### config.mk
export PLATFORM = sky130hd
export DESIGN_NAME = dtw_word_packer_flat
export DESIGN_NICKNAME = d
export VERILOG_FILES = /design/src/rtl/dtw_word_packer_pkg.sv /design/src/rtl/dtw_word_packer_if.sv /design/src/rtl/dtw_word_packer.sv /design/src/flat_wrapper.sv
export SDC_FILE = /design/constraint.sdc
export NUM_CORES = 1
export LEC_CHECK = 0
export ABC_AREA = 1
export BUFFER_PORTS_ARGS = -buffer_cell sky130_fd_sc_hd__buf_2
export CAP_MARGIN = 20
export CORE_MARGIN = 3
export CORE_UTILIZATION = 45
export DETAILED_ROUTE_END_ITERATION = 6
export HOLD_SLACK_MARGIN = 0.1
export PLACE_DENSITY = 0.71
export SYNTH_ARGS = -nofsm -noshare
export SYNTH_HDL_FRONTEND = slang
export SYNTH_SLANG_ARGS = --single-unit
### constraint.sdc
create_clock -name i_clk -period 15.95 [get_ports i_clk]
set_input_delay 1.595 -clock i_clk [delete_from_list [all_inputs] [get_ports i_clk]]
set_output_delay 1.595 -clock i_clk [all_outputs]
set_load 0.02 [all_outputs]
### src/rtl/dtw_word_packer_pkg.sv
// Shared definitions for the DTW word packer and the matcher: word geometry,
// packer state encoding and the slot-to-bit-offset mapping both ends agree on.
package dtw_pkg;

    localparam int CHAR_W    = 8;
    localparam int MAX_CHARS = 15;
    localparam int WORD_W    = CHAR_W * MAX_CHARS;
    localparam int LEN_W     = 4;

    typedef logic [CHAR_W-1:0] char_t;
    typedef logic [WORD_W-1:0] word_t;
    typedef logic [LEN_W-1:0]  len_t;

    typedef enum logic [1:0] {
        S_COLLECT = 2'd0,
        S_START   = 2'd1,
        S_WAIT    = 2'd2,
        S_OUT     = 2'd3
    } pack_state_e;

    // Slot k of a packed word starts at bit CHAR_W*k.
    function automatic int unsigned slot(input int unsigned k);
        return k * 32'(CHAR_W);
    endfunction

endpackage

### src/rtl/dtw_word_packer_if.sv
// Character input, matcher start/finish and result port of the word packer.
// The packer uses the slave view; its environment uses the master view.
interface dtw_word_packer_if;
    import dtw_pkg::*;

    logic  i_char_valid;
    char_t i_char;
    logic  i_char_last;
    logic  o_char_ready;
    logic  o_dtw_start;
    word_t o_dtw_word;
    logic  i_dtw_finish;
    word_t i_dtw_word;
    logic  o_result_valid;
    word_t o_result_word;
    len_t  o_result_len;
    logic  o_overflow;
    logic  o_timeout;
    logic  i_result_ready;

    modport slave (
        input  i_char_valid, i_char, i_char_last, i_dtw_finish, i_dtw_word, i_result_ready,
        output o_char_ready, o_dtw_start, o_dtw_word, o_result_valid, o_result_word,
               o_result_len, o_overflow, o_timeout
    );

    modport master (
        output i_char_valid, i_char, i_char_last, i_dtw_finish, i_dtw_word, i_result_ready,
        input  o_char_ready, o_dtw_start, o_dtw_word, o_result_valid, o_result_word,
               o_result_len, o_overflow, o_timeout
    );

endinterface

### src/rtl/dtw_word_packer.sv
// Packs up to MAX_CHARS nonzero character codes into a matcher word, starts the
// matcher, waits (with a watchdog) for finish and holds the result until taken.
module dtw_word_packer
    import dtw_pkg::*;
#(
    parameter int TIMEOUT_CYCLES = 4096
) (
    input  logic               i_clk,
    input  logic               i_rst,
    dtw_word_packer_if.slave   bus
);

    localparam int CNT_W = (TIMEOUT_CYCLES > 2) ? $clog2(TIMEOUT_CYCLES) : 1;
    localparam logic [CNT_W-1:0] CNT_LAST = CNT_W'(TIMEOUT_CYCLES - 1);

    pack_state_e      state_q;
    word_t            buf_q;
    len_t             len_q;
    logic             ovf_q;
    logic             start_q;
    logic [CNT_W-1:0] cnt_q;
    logic             res_valid_q;
    word_t            res_word_q;
    logic             timeout_q;

    logic             ready_d;
    logic             accept_d;
    logic             store_d;
    len_t             len_d;
    logic             ovf_d;

    // Accept decode and the length/overflow a character would produce.
    always_comb begin
        ready_d  = (state_q == S_COLLECT) && !i_rst;
        accept_d = bus.i_char_valid && ready_d;
        store_d  = 1'b0;
        len_d    = len_q;
        ovf_d    = ovf_q;
        if (accept_d && (bus.i_char != char_t'(8'h00))) begin
            if (len_q < len_t'(MAX_CHARS)) begin
                store_d = 1'b1;
                len_d   = len_q + 4'd1;
            end else begin
                ovf_d   = 1'b1;
            end
        end else begin
            store_d = 1'b0;
        end
    end

    // Packer state machine with registered outputs.
    always_ff @(posedge i_clk or posedge i_rst) begin
        if (i_rst) begin
            state_q     <= S_COLLECT;
            buf_q       <= '0;
            len_q       <= 4'd0;
            ovf_q       <= 1'b0;
            start_q     <= 1'b0;
            cnt_q       <= '0;
            res_valid_q <= 1'b0;
            res_word_q  <= '0;
            timeout_q   <= 1'b0;
        end else begin
            start_q <= 1'b0;
            case (state_q)
                S_COLLECT: begin
                    if (accept_d) begin
                        if (store_d) begin
                            buf_q[slot(32'(len_q)) +: CHAR_W] <= bus.i_char;
                        end
                        len_q <= len_d;
                        ovf_q <= ovf_d;
                        if (bus.i_char_last) begin
                            if (len_d == 4'd0) begin
                                buf_q <= '0;
                                ovf_q <= 1'b0;
                            end else begin
                                state_q <= S_START;
                                start_q <= 1'b1;
                            end
                        end
                    end
                end
                S_START: begin
                    cnt_q   <= '0;
                    state_q <= S_WAIT;
                end
                S_WAIT: begin
                    // Finish takes priority over an expiring watchdog.
                    if (bus.i_dtw_finish) begin
                        res_word_q  <= bus.i_dtw_word;
                        timeout_q   <= 1'b0;
                        res_valid_q <= 1'b1;
                        state_q     <= S_OUT;
                    end else if (cnt_q == CNT_LAST) begin
                        res_word_q  <= buf_q;
                        timeout_q   <= 1'b1;
                        res_valid_q <= 1'b1;
                        state_q     <= S_OUT;
                    end else begin
                        cnt_q <= cnt_q + 1'b1;
                    end
                end
                S_OUT: begin
                    if (bus.i_result_ready) begin
                        res_valid_q <= 1'b0;
                        buf_q       <= '0;
                        len_q       <= 4'd0;
                        ovf_q       <= 1'b0;
                        timeout_q   <= 1'b0;
                        state_q     <= S_COLLECT;
                    end
                end
                default: begin
                    state_q <= S_COLLECT;
                end
            endcase
        end
    end

    assign bus.o_char_ready   = ready_d;
    assign bus.o_dtw_start    = start_q;
    assign bus.o_dtw_word     = buf_q;
    assign bus.o_result_valid = res_valid_q;
    assign bus.o_result_word  = res_word_q;
    assign bus.o_result_len   = len_q;
    assign bus.o_overflow     = ovf_q;
    assign bus.o_timeout      = timeout_q;

endmodule

### src/flat_wrapper.sv
// flat-port wrapper written by rule: the top's interface ports become plain ports
module dtw_word_packer_flat import dtw_pkg::*;
#(
    parameter int TIMEOUT_CYCLES = 4096
)
  (i_clk, i_rst, bus_i_char_valid, bus_i_char, bus_i_char_last, bus_i_dtw_finish, bus_i_dtw_word, bus_i_result_ready, bus_o_char_ready, bus_o_dtw_start, bus_o_dtw_word, bus_o_result_valid, bus_o_result_word, bus_o_result_len, bus_o_overflow, bus_o_timeout);
  dtw_word_packer_if bus_i ();
  input  logic i_clk;
  input  logic i_rst;
  input wire logic [$bits(bus_i.i_char_valid)-1:0] bus_i_char_valid;
  input wire logic [$bits(bus_i.i_char)-1:0] bus_i_char;
  input wire logic [$bits(bus_i.i_char_last)-1:0] bus_i_char_last;
  input wire logic [$bits(bus_i.i_dtw_finish)-1:0] bus_i_dtw_finish;
  input wire logic [$bits(bus_i.i_dtw_word)-1:0] bus_i_dtw_word;
  input wire logic [$bits(bus_i.i_result_ready)-1:0] bus_i_result_ready;
  output wire logic [$bits(bus_i.o_char_ready)-1:0] bus_o_char_ready;
  output wire logic [$bits(bus_i.o_dtw_start)-1:0] bus_o_dtw_start;
  output wire logic [$bits(bus_i.o_dtw_word)-1:0] bus_o_dtw_word;
  output wire logic [$bits(bus_i.o_result_valid)-1:0] bus_o_result_valid;
  output wire logic [$bits(bus_i.o_result_word)-1:0] bus_o_result_word;
  output wire logic [$bits(bus_i.o_result_len)-1:0] bus_o_result_len;
  output wire logic [$bits(bus_i.o_overflow)-1:0] bus_o_overflow;
  output wire logic [$bits(bus_i.o_timeout)-1:0] bus_o_timeout;
  assign bus_i.i_char_valid = bus_i_char_valid;
  assign bus_i.i_char = bus_i_char;
  assign bus_i.i_char_last = bus_i_char_last;
  assign bus_i.i_dtw_finish = bus_i_dtw_finish;
  assign bus_i.i_dtw_word = bus_i_dtw_word;
  assign bus_i.i_result_ready = bus_i_result_ready;
  assign bus_o_char_ready = bus_i.o_char_ready;
  assign bus_o_dtw_start = bus_i.o_dtw_start;
  assign bus_o_dtw_word = bus_i.o_dtw_word;
  assign bus_o_result_valid = bus_i.o_result_valid;
  assign bus_o_result_word = bus_i.o_result_word;
  assign bus_o_result_len = bus_i.o_result_len;
  assign bus_o_overflow = bus_i.o_overflow;
  assign bus_o_timeout = bus_i.o_timeout;
  dtw_word_packer #(.TIMEOUT_CYCLES(TIMEOUT_CYCLES)) u_core (.i_clk(i_clk), .i_rst(i_rst), .bus(bus_i));
endmodule
Word level (Yosys, flattened, before mapping)
Index checks and enable logic that the tools add are counted.
{ "word_totals": {"regBits": 262, "inputBits": 134, "output_inout_bits": 249, "wordCells": 84} }
{ "classes": {"n_addsub": 3, "magnitude_cmp": 1, "n_eq_ne": 11, "shifts": 2, "mux": 42, "n_reduce_logical": 16} }
{ "ops": {"columns": ["op", "count"], "rows": [
  ["120-bit two-way mux", 7],
  ["120-bit one-hot mux with 2 select lines", 1],
  ["120-bit bitwise mux", 1],
  ["8-bit by 34-bit variable shift with 120-bit output, first input constant", 1],
  ["8-bit by 34-bit indexed part select with 120-bit output", 1],
  ["7-bit negation with 34-bit output", 1],
  ["12-bit two-way mux", 2],
  ["12-bit one-hot mux with 2 select lines", 1],
  ["4-bit two-way mux", 4],
  ["1-bit two-way mux", 15],
  ["12-bit by 1-bit adder with 12-bit output, second input constant", 1],
  ["12-bit equality test, second input constant", 1],
  ["2-bit two-way mux", 6],
  ["2-bit != test, second input constant", 5],
  ["3-bit AND reduction", 3],
  ["2-bit one-hot mux with 4 select lines", 1],
  ["4-bit one-hot mux with 2 select lines", 1],
  ["2-bit nonzero test", 4],
  ["8-bit nonzero test", 1],
  ["1-bit one-hot mux with 2 select lines", 3],
  ["5-bit AND reduction", 1],
  ["4-bit by 1-bit adder with 4-bit output, second input constant", 1],
  ["2-bit equality test, second input constant", 2],
  ["4-bit logical NOT", 1],
  ["other kinds (8)", 10]
]} }

Logic depth before layout (Yosys ltp)
Gate-level depths: netlist (run 1).
{ "logic_depth": {"ltp_word": 10, "depth_mapped": 18, "depth_no_buf": 16} }

Worst setup path before layout (run 1)
OpenSTA, ideal clock, no wires.
{ "synth_path": {"kind": "in2out", "start": "input port i_rst", "end": "output port bus_o_char_ready", "t_arrival_ps": 1757, "path_slack_ps": 12598, "stages": 1, "path_cell_list": "nor2_4"} }
{ "synth_between": {"elab_chain_len": 2} }
{ "synth_lines": {"columns": ["element", "line", "text"], "rows": [
  ["start, declared", "flat_wrapper.sv:9", "input logic i_rst;"],
  ["1-bit logical NOT", "dtw_word_packer.sv:34", "ready_d = (state_q == S_COLLECT) && !i_rst;"],
  ["1-bit logical AND", "dtw_word_packer.sv:34", null],
  ["end, declared", "flat_wrapper.sv:16", "output wire logic [$bits(bus_i.o_char_ready)-1:0] bus_o_char_ready;"]
]} }
No other way between the ends.

Worst setup path after layout (run 1)
{ "layout_path": {"start": "input port bus_i_dtw_finish", "end": "register u_core.res_word_q[87], in the netlist u_core.bus.o_result_word[87]"} }
{ "layout_between": {"elab_chain_len": 2} }
{ "layout_lines": {"columns": ["element", "line", "text"], "rows": [
  ["start, declared", "flat_wrapper.sv:13", "input wire logic [$bits(bus_i.i_dtw_finish)-1:0] bus_i_dtw_finish;"],
  ["2-bit nonzero test (no line)", null, null],
  ["2-bit AND reduction (no line)", null, null],
  ["end signal, assigned", "dtw_word_packer.sv:91", "res_word_q <= bus.i_dtw_word;"],
  ["end signal, assigned", "dtw_word_packer.sv:96", "res_word_q <= buf_q;"],
  ["end, declared", "dtw_word_packer.sv:23", "word_t res_word_q;"]
]} }
Parallel ways exist; a longest one is shown, timed or not.
A chain may end at the register's enable or synchronous reset.

==> results of run 1 <==
where the power goes:
part	internal [uW]	switching, uW
Clock	425	273
Sequential	883	159
Combinational	381	910
flip-flops by register name (all words and copies together), names as in the netlist:
signal                     flops
u_core.bus.o_overflow          1
u_core.bus.o_dtw_start         1
u_core.cnt_q                  12
u_core.bus.o_result_word     120
u_core.bus.o_result_valid      1
u_core.state_q                 2
u_core.bus.o_timeout           1
u_core.bus.o_result_len        4
u_core.bus.o_dtw_word        120
metal layers:
| metal | routed length [um] | vias up |
|---|---|---|
| met5 | 7 | - |
| met4 | 1480 | 2 |
| met3 | 3830 | 94 |
| met2 | 20100 | 562 |
| met1 | 18100 | 6177 |
| li1 | - | 6420 |
final timing paths:
| kind | start | slack (ps) | end |
|---|---|---|---|
| worst min-delay path | u_core.bus.o_timeout$_DFFE_PP0P_ | 490 | u_core.bus.o_timeout$_DFFE_PP0P_ |
| min in group asynchronous | i_rst | 1270 | u_core.cnt_q[0]$_DFFE_PP0P_ |
| worst min register to register | u_core.bus.o_timeout$_DFFE_PP0P_ | 490 | u_core.bus.o_timeout$_DFFE_PP0P_ |
| worst max-delay path | bus_i_dtw_finish | 11590 | u_core.bus.o_result_word[87]$_DFFE_PP0P_ |
| max in group asynchronous | i_rst | 13150 | u_core.bus.o_dtw_word[113]$_DFFE_PP0P_ |
| worst max register to register | u_core.bus.o_result_len[0]$_DFFE_PP0P_ | 12000 | u_core.bus.o_dtw_word[50]$_DFFE_PP0P_ |
worst register-to-register path, delay by kind of cell (launching register included):
family | cells | cell delay, ps
AO/OA/AOI/OAI | 1 | 110
adder cells (fa/ha/maj) | 1 | 750
flip-flops | 1 | 680
buffers and inverters | 3 | 1460
AND/OR/NAND/NOR | 8 | 870
layout make-up:
cell class	count	share of cell area
inverters	103	0.0245
flip-flops and latches	262	0.401
repair buffers	390	0.121
clock buffers	38	0.0501
clock inverters	15	0.0116
multi-input cells	1337	0.363
diodes	3	0.000459
well taps	384	0.0294
per-stage QoR:
step	power [uW]	cells	cell area, um2	util	hold slack (ps)
floorplan	1910	1801	13300	-	490
global placement	2310	2476	15300	0.530	453
detailed placement	2340	2476	15300	0.530	477
CTS	3050	2529	16400	0.565	493
global route	3230	2532	16400	0.566	531
finish	3030	2532	16400	0.566	488
synth_stat cells, types with 8 or more instances:
cell | instances | share of area
a21oi_1 | 9 | 0.0034
a31oi_1 | 120 | 0.056
buf_2 | 35 | 0.013
buf_4 | 11 | 0.0062
clkbuf_1 | 47 | 0.013
dfrtp_1 | 262 | 0.49
ha_1 | 8 | 0.0075
inv_1 | 91 | 0.026
inv_2 | 12 | 0.0034
nand2_1 | 773 | 0.22
nand2_2 | 8 | 0.0038
nand3_1 | 48 | 0.018
nand4_1 | 15 | 0.0070
nor2_1 | 189 | 0.053
nor2_4 | 8 | 0.0068
nor3_1 | 13 | 0.0049
o21ai_0 | 100 | 0.038
o21ai_1 | 9 | 0.0034
cell usage in the layout (no fill, tap or decap), drive strengths merged:
master and n:
ha 8, nor3 14, clkinvlp 6, a31oi 120
bufinv 4, inv 103, xnor2 1, a21oi 11
nand4 16, dfrtp 262, buf 390, a21boi 1
o22ai 5, clkbuf 38, or2 5, o21ai 110
nand3 55, o31ai 3, xor2 2, nor4 1
clkinv 5, a31o 1, diode 3, nor2 203
nand2 781
logic make-up (layout without fill, tap and decap cells):
logic type,after synthesis,in the layout,synth area share
AO/OA/AOI/OAI,251,251,0.108
other,0,3,0
adder cells (fa/ha/maj),8,8,0.00750
flip-flops,262,262,0.491
buffers and inverters,202,546,0.0649
AND/OR/NAND/NOR,1075,1075,0.325
XOR/XNOR,3,3,0.00338
==> run summary, run 1 <==
GP Congestion -> 0.969
Lkg Pwr -> 0.00843 uW
Achievable frequency -> 229 MHz
Vias -> 13,300
Final Skew -> 15.7 ps
CTS Hold Buffers Added -> 0
#FFs+latches synth -> 262
Crit-path cells -> buf_4, inv_4, nand2_1, nand2_1, inv_6, buf_4, nor2_1, a31oi_1
Max Slew Vio Count -> 0
Worst setup margin -> 11,590 ps
DPL Wire Length -> 31.7 mm
H-Tree Depth -> 1
Initial core utilization -> 0.461
Number of CTS-inserted buffers -> 29
Syn Std Cell Area -> 0.0133 mm2
First-pass GRT wire length -> 66.8 mm
Number of synthesized flops with an enable pin -> 0
Tmin final -> 4360 ps
Crit path max-delay family -> buffers and inverters
Async set-reset flop share out of synthesis -> 1.00
Share of cells above drive strength 1 -> 0.231
Pre-CTS setup slack -> 11,190 ps
Final setup vio count -> 0
Max-cap violations -> 0
Worst vdd ir -> 0.000109 V
Largest stage delay on the critical path -> 940 ps
GR Util met1 -> 0.356
Buf/Inv on CP -> 4
Die width -> 178 um
GRT Overall Usage -> 0.265
Worst path depth -> 8
Hold WC Path Type -> flip-flop to flip-flop
Core ar. -> 0.0289 mm2
Worst EP arrival -> 4810 ps
P&R area growth vs syn -> 22.6%
Synth Instances -> 1,801
Drc violations -> 0
Worst path slowest cell -> buf_4
Initial antenna violation count -> 4
Critical path class -> primary input to flip-flop
Hold-critical path depth -> 2
Register area share after synthesis -> 0.491
Clk sinks -> 262
Crit. End Element -> flip-flop
WL per Instance -> 17.2 um
Pwr/cell area -> 185 mW/mm2
CTS tree -> done
Post-synthesis cell type count -> 38
Vias in the first global route -> 12,100
Hold Violations, Final -> 0
Post-CTS setup buffer count -> 0
RSZ-0062 raised after global routing -> no
Critical Path Start Type -> primary input
DRT antenna net count -> 0
Synth Flop Type -> dfrtp_1
Final #Nets -> 2,265
Critical path data required time -> 16,400 ps
Post-cts sizing count -> 0
Mean Syn Cell Area -> 7.41 um2
Clock Tree Buf Depth -> 3
Multi-input gate area -> 0.00593 mm2
Pin count of the biggest net entering global routing -> 133
Clk_lat worst skew -> 540 ps
Status -> finished, final reports clean
Reg2Reg Depth -> 13
Tcrit/Tclk final -> 0.273
GRT overflow -> 0
Die Area -> 0.0318 mm2
Clk pin slew, worst setup/hold paths -> 60 ps
Detailed Routing Iterations Pass 1 -> 6
Synth warnings -> 0
Met2 Track Usage GR -> 0.426
Port bufs -> 382
# rows -> 62
GR peak layer -> met2
Filler cells -> 2,802
CTS Root Cell -> clkbuf_16
Drt total wl -> 43.5 mm
Storage element area -> 0.00656 mm2
Met3 Use GR -> 0.0547
Die height -> 178 um
Crit-path max FO -> 129
Num ports -> 383
Worst Tran Pin Value -> 1080 ps
Vias per cell -> 5.23
Max_slew headroom -> 0.280
Initial DRC count -> 1,111
Mapped Nets -> 1,943
Setup TNS -> 0 ps
No activity file was read; power rests on OpenSTA's default activity.
==> run 2: changes to the inputs <==
==> constraint.sdc (replaced) <==
create_clock -name i_clk -period 4.3 [get_ports i_clk]
set_input_delay 0.43 -clock i_clk [delete_from_list [all_inputs] [get_ports i_clk]]
set_output_delay 0.43 -clock i_clk [all_outputs]
set_load 0.02 [all_outputs]
==> run 2 against run 1 <==
  * Register-to-register slack lost 11000 ps
  * Final area up 0.47%
  * Critical path depth grew 5
  * Clock-buffer cell count is 7 higher
  * Clock skew down 4.8 ps
  * Critical path type is now flip-flop to flip-flop
  * Non-clock buffer count grew 14
  * Power rose to 3.7 times the previous value
  * Die area did not move
  * Worst setup slack got worse by 11000 ps
==> run summary, run 2 (synthesis results as in run 1) <==
Status -> finished, final reports clean
WL per Instance -> 17.5 um (+1.7%)
Multi-input gate area -> 0.00593 mm2 (unchanged)
GRT Overall Usage -> 0.269 (+0.00449)
Initial core utilization -> 0.461 (unchanged)
Final Skew -> 10.9 ps (-4.83 ps)
Max-cap violations -> 0 (unchanged)
Fin util -> 0.568 (+0.00268)
Critical path class -> flip-flop to flip-flop
Storage element area -> 0.00656 mm2 (unchanged)
GRT overflow -> 0 (unchanged)
Min Hold Slack -> 140 ps (-348 ps)
Clk sinks -> 262 (unchanged)
Final #Nets -> 2,280 (+0.66%)
Vias in the first global route -> 11,900 (-1.8%)
Clock Tree Buf Depth -> 3 (unchanged)
Pre-CTS setup slack -> 913 ps (-10,280 ps)
Drt total wl -> 44.4 mm (+2.1%)
Most frequent cells in the layout -> nand2_1 (773), buf_2 (381), dfrtp_1 (262), nor2_1 (189), a31oi_1 (120)
P&R area growth vs syn -> 23.2%
DPL Wire Length -> 32.7 mm (+3.3%)
Die width -> 178 um (unchanged)
Drc violations -> 0 (unchanged)
Setup TNS -> 0 ps (unchanged)
Initial antenna violation count -> 5 (+1)
GP Congestion -> 1.03 (+6.3%)
Tcrit/Tclk final -> 0.814
Final setup vio count -> 0 (unchanged)
Worst vdd ir -> 0.000370 V (+240%)
H-Tree Depth -> 1 (unchanged)
Achievable frequency -> 286 MHz
Initial DRC count -> 1,124 (+1.2%)
Lkg Pwr -> 0.00849 uW (+0.74%)
Post-cts sizing count -> 0 (unchanged)
CTS tree -> done
Max_slew headroom -> 0.387 (+0.107)
RSZ-0062 raised after global routing -> no
Crit. End Element -> flip-flop
Share of cells above drive strength 1 -> 0.233 (+0.00196)
Num ports -> 383 (unchanged)
Detailed Routing Iterations Pass 1 -> 6 (unchanged)
Port bufs -> 382 (unchanged)
R2R Setup Slk -> 800 ps (-11,200 ps)
Vias -> 13,200 (-0.068%)
Layout Cells excl Fill -> 2,542 (+0.39%)
Die height -> 178 um (unchanged)
Clk_lat worst skew -> 550 ps (about the same)
Hold Violations, Final -> 0 (unchanged)
Hold WC Path Type -> primary input to flip-flop
Worst setup margin -> 799 ps (-10,790 ps)
First-pass GRT wire length -> 67.8 mm (+1.5%)
Placed Cells -> 2,489 (+0.53%)
Core ar. -> 0.0289 mm2 (unchanged)
Vias per cell -> 5.21 (-0.46%)
Max Slew Vio Count -> 0 (unchanged)
Filler cells -> 2,740 (-2.2%)
Pwr/cell area -> 681 mW/mm2 (+270%)
CTS Root Cell -> clkbuf_16
Worst EP arrival -> 3980 ps (-830 ps)
Critical Path Start Type -> flip-flop
Worst Tran Pin Value -> 920 ps (-160 ps)
Pin count of the biggest net entering global routing -> 133 (unchanged)
Crit-path max FO -> 65 (-50%)
DRT antenna net count -> 0 (unchanged)
Die Area -> 0.0318 mm2 (unchanged)
# rows -> 62 (unchanged)
Critical path data required time -> 4780 ps (-11,620 ps)
Most common cell after layout, fill and taps aside -> nand2_1
Tmin final -> 3500 ps
Number of CTS-inserted buffers -> 30 (+3.4%)
Clk pin slew, worst setup/hold paths -> 60 ps (about the same)
[run 2: worst paths after layout]
path	from	to	depth (start not counted)
setup / recovery	u_core.bus.o_result_len[0]$_DFFE_PP0P_	u_core.bus.o_dtw_word[39]$_DFFE_PP0P_	13
hold / removal	bus_i_dtw_word[47]	u_core.bus.o_result_word[47]$_DFFE_PP0P_	3
setup reg to reg	u_core.bus.o_result_len[0]$_DFFE_PP0P_	u_core.bus.o_dtw_word[39]$_DFFE_PP0P_	13
hold reg to reg	u_core.bus.o_result_valid$_DFFE_PP0P_	u_core.bus.o_result_valid$_DFFE_PP0P_	2
max in group asynchronous	i_rst	u_core.bus.o_result_word[0]$_DFFE_PP0P_	4
min in group asynchronous	i_rst	u_core.cnt_q[11]$_DFFE_PP0P_	3
[run 2: where the power goes]
group	switching (uW)	leakage (uW)	total, uW	internal [uW]
Clock	1010	0.000461	2440	1430
Sequential	570	0.00334	3850	3280
Combinational	3450	0.00469	4920	1480
[run 2: critical path, cell delays in order, from the launching register on]
cell     delay [ps]
dfrtp_1         670
inv_2           160
ha_1            680
inv_2           400
nand2_1         160
nand2_1          70
nand3_1          80
nand2_1          70
nand2_1          80
nor2_1           80
a21oi_4         130
buf_4           550
nand2_1         150
nand2_1         100
[run 2: layout make-up]
type | instances | share of cell area
inverter | 103 | 0.0242
antenna | 1 | 0.000152
timing repair buffer | 404 | 0.130
multi-input combinational | 1337 | 0.361
tap | 384 | 0.0292
sequential | 262 | 0.399
clock buffer | 45 | 0.0546
clock inverter | 6 | 0.00244
[run 2: per-stage QoR]
stage	total power [uW]	cell area, um2
floorplan	7080	13300
global placement	8700	15500
detailed placement	8790	15500
CTS	11200	16400
global route	11900	16400
finish	11200	16400
[run 2: per-layer routing]
| layer | GRT usage | vias up | routed length (um) |
|---|---|---|---|
| li1 | - | 6442 | - |
| met1 | 0.371 | 6236 | 19100 |
| met2 | 0.442 | 489 | 20900 |
| met3 | 0.0462 | 71 | 3300 |
| met4 | 0.0698 | 8 | 1070 |
| met5 | 0 | - | 43 |
[run 2: what timing repair did]
item                                   in CTS  in global routing
setup buffers                               0                  0
endpoints found under the hold margin       7                  0
hold buffers                                1                  0
